`config.mk`:
```
export PLATFORM = sky130hd
export DESIGN_NAME = ctrl_seq
export DESIGN_NICKNAME = d
export VERILOG_FILES = /design/src/rtl/ctrl_seq.sv
export SDC_FILE = /design/constraint.sdc
export NUM_CORES = 1
export LEC_CHECK = 0
export ABC_CLOCK_PERIOD_IN_PS = 4100
export BUFFER_PORTS_ARGS = -buffer_cell sky130_fd_sc_hd__buf_2
export CAP_MARGIN = 20
export CORE_MARGIN = 2
export CORE_UTILIZATION = 55
export CTS_CLUSTER_SIZE = 40
export DETAILED_ROUTE_END_ITERATION = 16
export GPL_TIMING_DRIVEN = 0
export PLACE_DENSITY = 0.84
export SYNTH_ARGS = -nofsm -noshare
export SYNTH_HDL_FRONTEND = slang
export SYNTH_SLANG_ARGS = --single-unit
```
`constraint.sdc`:
```
create_clock -name Clk -period 4.1 [get_ports Clk]
set_input_delay 0 -clock Clk [delete_from_list [all_inputs] [get_ports Clk]]
set_output_delay 0 -clock Clk [all_outputs]
set_load 0.05 [all_outputs]
```
`src/rtl/ctrl_seq.sv`:
```
// ctrl_seq: sequencing control unit between instruction fetch and datapath.
// Decodes the 15-opcode ISA, resolves branches against the ALU flag, stalls
// fetch while a load waits on data memory, and runs a start/halt handshake
// with a saturating cycle counter for the test harness.
//
// Ports:
//   Clk, Reset            clock; asynchronous active-high reset
//   Start                 begin/restart program (honoured in IDLE and HALT)
//   Instruction[IW-1:0]   current machine word; opcode in the top four bits
//   Flag                  ALU condition flag from the last sne/seq
//   PcEn, BranchEn        fetch advance / branch taken (BranchEn only with PcEn)
//   TargSel[1:0]          branch target select, taken straight from Instruction
//   RegWrEn, MemWrEn, MemRdEn, ALUEn, FlagWrEn   datapath enables
//   AluOp[3:0]            opcode when ALUEn, else 0
//   Stall                 load in progress, hold PC
//   Ack                   program halted
//   IllegalOp             sticky: reserved encoding executed
//   CycleCount[CNTW-1:0]  cycles spent running, saturating
module ctrl_seq #(
  parameter int unsigned IW      = 9,
  parameter int unsigned MEM_LAT = 1,
  parameter int unsigned CNTW    = 16
) (
  input  logic            Clk,
  input  logic            Reset,
  input  logic            Start,
  input  logic [IW-1:0]   Instruction,
  input  logic            Flag,
  output logic            PcEn,
  output logic            BranchEn,
  output logic [1:0]      TargSel,
  output logic            RegWrEn,
  output logic            MemWrEn,
  output logic            MemRdEn,
  output logic            ALUEn,
  output logic            FlagWrEn,
  output logic [3:0]      AluOp,
  output logic            Stall,
  output logic            Ack,
  output logic            IllegalOp,
  output logic [CNTW-1:0] CycleCount
);

  localparam int unsigned LATW = 4;

  typedef enum logic [1:0] {
    S_IDLE    = 2'd0,
    S_RUN     = 2'd1,
    S_MEMWAIT = 2'd2,
    S_HALT    = 2'd3
  } state_t;

  state_t          state_q, state_d;
  logic [LATW-1:0] wait_q, wait_d;
  logic [CNTW-1:0] cnt_q, cnt_d;
  logic            illegal_q, illegal_d;

  logic [3:0] opcode;
  logic       is_halt;

  assign opcode  = Instruction[IW-1:IW-4];
  assign is_halt = &Instruction;

  // Target select is a raw field; at the narrowest width only one bit exists.
  if (IW >= 7) begin : g_targ_full
    assign TargSel = Instruction[IW-6:IW-7];
  end else begin : g_targ_narrow
    assign TargSel = {Instruction[0], 1'b0};
  end

  // State register and counters.
  always_ff @(posedge Clk or posedge Reset) begin
    if (Reset) begin
      state_q   <= S_IDLE;
      wait_q    <= '0;
      cnt_q     <= '0;
      illegal_q <= 1'b0;
    end else begin
      state_q   <= state_d;
      wait_q    <= wait_d;
      cnt_q     <= cnt_d;
      illegal_q <= illegal_d;
    end
  end

  // Next state and state-qualified decode.
  always_comb begin
    state_d   = state_q;
    wait_d    = wait_q;
    cnt_d     = cnt_q;
    illegal_d = illegal_q;
    PcEn      = 1'b0;
    BranchEn  = 1'b0;
    RegWrEn   = 1'b0;
    MemWrEn   = 1'b0;
    MemRdEn   = 1'b0;
    ALUEn     = 1'b0;
    FlagWrEn  = 1'b0;
    Stall     = 1'b0;
    Ack       = 1'b0;

    if ((state_q == S_RUN || state_q == S_MEMWAIT) && cnt_q != {CNTW{1'b1}}) begin
      cnt_d = cnt_q + CNTW'(1);
    end

    case (state_q)
      S_IDLE: begin
        if (Start) begin
          state_d   = S_RUN;
          cnt_d     = '0;
          illegal_d = 1'b0;
        end
      end

      S_RUN: begin
        case (opcode)
          4'b0100, 4'b0101, 4'b0110, 4'b0111, 4'b1110: begin
            ALUEn   = 1'b1;
            RegWrEn = 1'b1;
            PcEn    = 1'b1;
          end
          4'b1001, 4'b1010: begin
            ALUEn    = 1'b1;
            FlagWrEn = 1'b1;
            PcEn     = 1'b1;
          end
          4'b1000, 4'b1100: begin
            RegWrEn = 1'b1;
            PcEn    = 1'b1;
          end
          4'b0010, 4'b0011: begin
            MemWrEn = 1'b1;
            PcEn    = 1'b1;
          end
          4'b1011: begin
            PcEn     = 1'b1;
            BranchEn = Flag;
          end
          4'b1101: begin
            PcEn     = 1'b1;
            BranchEn = ~Flag;
          end
          4'b0000, 4'b0001: begin
            MemRdEn = 1'b1;
            if (MEM_LAT == 0) begin
              RegWrEn = 1'b1;
              PcEn    = 1'b1;
            end else begin
              Stall   = 1'b1;
              wait_d  = LATW'(MEM_LAT);
              state_d = S_MEMWAIT;
            end
          end
          4'b1111: begin
            // All-ones word halts; any other reserved word is a flagged NOP.
            if (is_halt) begin
              state_d = S_HALT;
            end else begin
              PcEn      = 1'b1;
              illegal_d = 1'b1;
            end
          end
          default: ;
        endcase
      end

      S_MEMWAIT: begin
        MemRdEn = 1'b1;
        wait_d  = wait_q - LATW'(1);
        // Last wait cycle writes back and releases fetch.
        if (wait_q <= LATW'(1)) begin
          RegWrEn = 1'b1;
          PcEn    = 1'b1;
          state_d = S_RUN;
        end else begin
          Stall = 1'b1;
        end
      end

      S_HALT: begin
        Ack = 1'b1;
        if (Start) begin
          state_d   = S_RUN;
          cnt_d     = '0;
          illegal_d = 1'b0;
        end
      end

      default: state_d = S_IDLE;
    endcase

    AluOp = ALUEn ? opcode : 4'd0;
  end

  assign IllegalOp  = illegal_q;
  assign CycleCount = cnt_q;

endmodule

```
==> results list <==
* List of most frequent post-synthesis cells: 23 x dfrtp_1, 16 x nand2_1, 11 x a21oi_1, 9 x inv_1, 8 x nand3_1
* Post-CTS clock slew at the launch and capture registers of the worst setup and hold paths: 130 ps
- Buffers added to address setup during post-CTS repair amount to 0.
- Die width: 57.0 um
* Routed wirelength normalized by instance count: 14.5 um
* Net total in the final layout: 236
- CTS built an H-tree with a depth of 1.
- Number of antenna cells inserted: 0
- Minimum clock period: 2250 ps
- Setup repair after global routing left no endpoint under its margin.
* Largest net degree at the start of global routing: 24
* DRC violations left: 0
- The number of antenna violations at the first check in global routing was 0.
* Average footprint of a synthesized cell: 9.13 um2
* Setup violations, final: 0
- Setup slack of the worst register-to-register path: 1850 ps
- For this design the ratio of total power to cell area is 646 nW/um2.
- Core area: 2710 um2
- The worst-case IR drop observed on VDD is 0.000566 V.
- Summed over all layers, the routed wires come to 3580 um.
* DRT Pass-1 Iters: 4
- Number of violations of the max-capacitance limit: 0
* Detailed-placement wirelength estimate: 2690 um
- Post-Synthesis Net Count: 188
- Of all flip-flops after synthesis, the portion carrying an async set or reset was 100%.
- Sequential share of the synthesized area: 37.3%
* Number of standard cells after synthesis: 169
- Initial standard-cell utilization of the core: 56.9%
- For the pin with the worst max-slew slack, the measured transition is 848 ps.
- Overall Global Routing Usage: 22.7%
- Post-Syn Area: 1540 um2
- Clock latency on the worst-skew pair, taken at its later pin, is 310 ps.
- Port Buffer Count: 42
- For this run, the leading register cell type out of synthesis is dfrtp_1.
- The tree is rooted in a clkbuf_4.
- Min-Delay Startpoint: Start
* Area share of the leading cell type in the synthesized netlist: 37.3%
- During synthesis, Yosys emitted a total of 0 warnings.
* ANT nets after route: 0
- The worst pin sits at a relative slew slack of 43.4%.
- For this design the top-level I/O count stands at 45.
- Type of element capturing the critical path: flip-flop
- Power comes to 1.18 mW.
* Initial DRC Count: 78
- Compared with the post-synthesis result, the final layout area differs by 18.5%.
- CP arrival: 2490 ps
* TritonCTS clock tree: yes
* Placer congestion estimate: 0.819
* Die Area: 3240 um2
- In the post-synthesis netlist, the cell with the most instances is dfrtp_1.
- Of all cell types, the one taking the most synthesized area is dfrtp_1.
- The count of pins over their slew limit came to 0.
- After layout, the worst path uses 54.9% of the clock period.
- The worst setup path is launched from a flip-flop.
- In this run the deepest clock path goes through 2 buffers.
- Final hold violations: 0
* Startpoint of the lowest-slack register-to-register path: state_q[0]
- Synthesis inferred 23 register bits.
* F_max: 444 MHz
- Dividing the detail-routed via count by the number of cells gives 6.25.
* Total via count in the routed design: 1543
* Cell leakage power: 0.886 nW
- Row Count: 19
- The die is 57.0 um tall.
- STA puts the critical path data required time at 4340 ps.
- Along the worst path, the maximum fanout reaches 8.
* Timing startpoint of the critical path: state_q[0]
* WS Path Type: flip-flop to flip-flop
- The first global-routing pass estimated 6040 um of wire.
- Yosys attributes the largest share of cell area to dfrtp_1 37%, ha_1 4.9%, nand2_1 3.9%.
* Fraction of layout cells with a size suffix above 1: 25.5%
* Result of the run: finished, final reports clean
* Number of global-route vias before repair: 1431
- TritonCTS created 3 clock buffers.
- Number of distinct library cells after synthesis: 46
- In this run, synthesis inferred 0 flip-flops with an integrated enable.
* Type of the tightest min-delay check: primary input to flip-flop
* Total global routing overflow: 0
* Total negative slack for setup checks: 0 ps
* Sink Count: 23
- Final worst clock skew: 4.25 ps
## final timing paths
check / to / cells past startpoint
max: CycleCount[9] / 7
min reg2reg: CycleCount[8] / 1
max reg2reg: CycleCount[9] / 7
min in group asynchronous: CycleCount[7] / 3
max in group asynchronous: state_q[1] / 3
min: CycleCount[7] / 3
## sequential cells by signal (all words and copies together) (netlist names)
name / flops
wait_q: 4
CycleCount: 16
state_q: 2
IllegalOp: 1
## routing by layer
metal | GRT usage [%] | part of all wire, % | up-vias
met5 | 0 | 0 | -
met4 | 8.31 | 1.0 | 0
met3 | 3.17 | 6.6 | 6
met2 | 39.2 | 49 | 64
met1 | 28.8 | 44 | 730
li1 | - | - | 743
## worst max-delay path: stages (launching register included)
cell and delay, ps:
dfrtp_1 450, inv_1 60, ha_1 400, nand3b_1 230
or2_1 210, buf_2 160, or4_1 510, a21oi_1 150
## cell usage in the layout (no fill, tap or decap), types with 4 or more instances in the layout
master and instances:
a21oi_1 11, a31oi_1 6, and4_1 4, buf_2 43, clkbuf_1 5, dfrtp_1 23
ha_1 6, inv_1 9, mux2i_1 5, nand2_1 16, nand3_1 8, nand4_1 7
nor2_1 6, nor2b_1 5, o21ai_0 6, o31ai_1 6
## through the flow
step | worst slack [ps] | instance area [um2] | util (%) | cells | hold slack [ps]
final | 1850 | 1830 | 67.5 | 247 | 124
after global routing | 1740 | 1830 | 67.5 | 247 | 131
after CTS | 1870 | 1830 | 67.5 | 247 | 111
after detailed placement | 1910 | 1790 | 66.1 | 242 | 222
after global placement | 1930 | 1790 | 66.1 | 242 | 212
after floorplan | 1300 | 1540 | - | 169 | 1.92
## kinds of logic (layout without fill, tap and decap cells)
logic type | count (synthesis) | after routing | share of synthesized area, %
muxes | 7 | 7 | 4.70
AOI/OAI and AO/OA | 47 | 47 | 21.0
adders and majority gates | 6 | 6 | 4.87
buffers and inverters | 16 | 63 | 4.46
and+or+nand+nor | 69 | 69 | 27.1
DFF | 23 | 23 | 37.3
xor gates and xnor gates | 1 | 1 | 0.568
## final cells by class
cell class	count	area, um2
multi-input cells	130	898
flip-flops and latches	23	576
clock buffers	4	26.3
repair buffers	43	220
plain buffers	7	35.0
inverters	9	33.8
well taps	31	38.8
fillers	226	882
## power by group
group | switching (mW) | internal (mW)
Clock | 0.0673 | 0.0379
Combinational | 0.509 | 0.227
Sequential | 0.0624 | 0.278
Total | 0.639 | 0.542
## repair_timing
| item | in CTS | in global routing |
|---|---|---|
| hold buffers | 1 | 0 |
| hold endpoints to repair | 23 | 0 |
| setup endpoints to repair | 0 | 0 |
| resized for setup | 0 | 0 |
No activity file was read; power rests on OpenSTA's default activity.
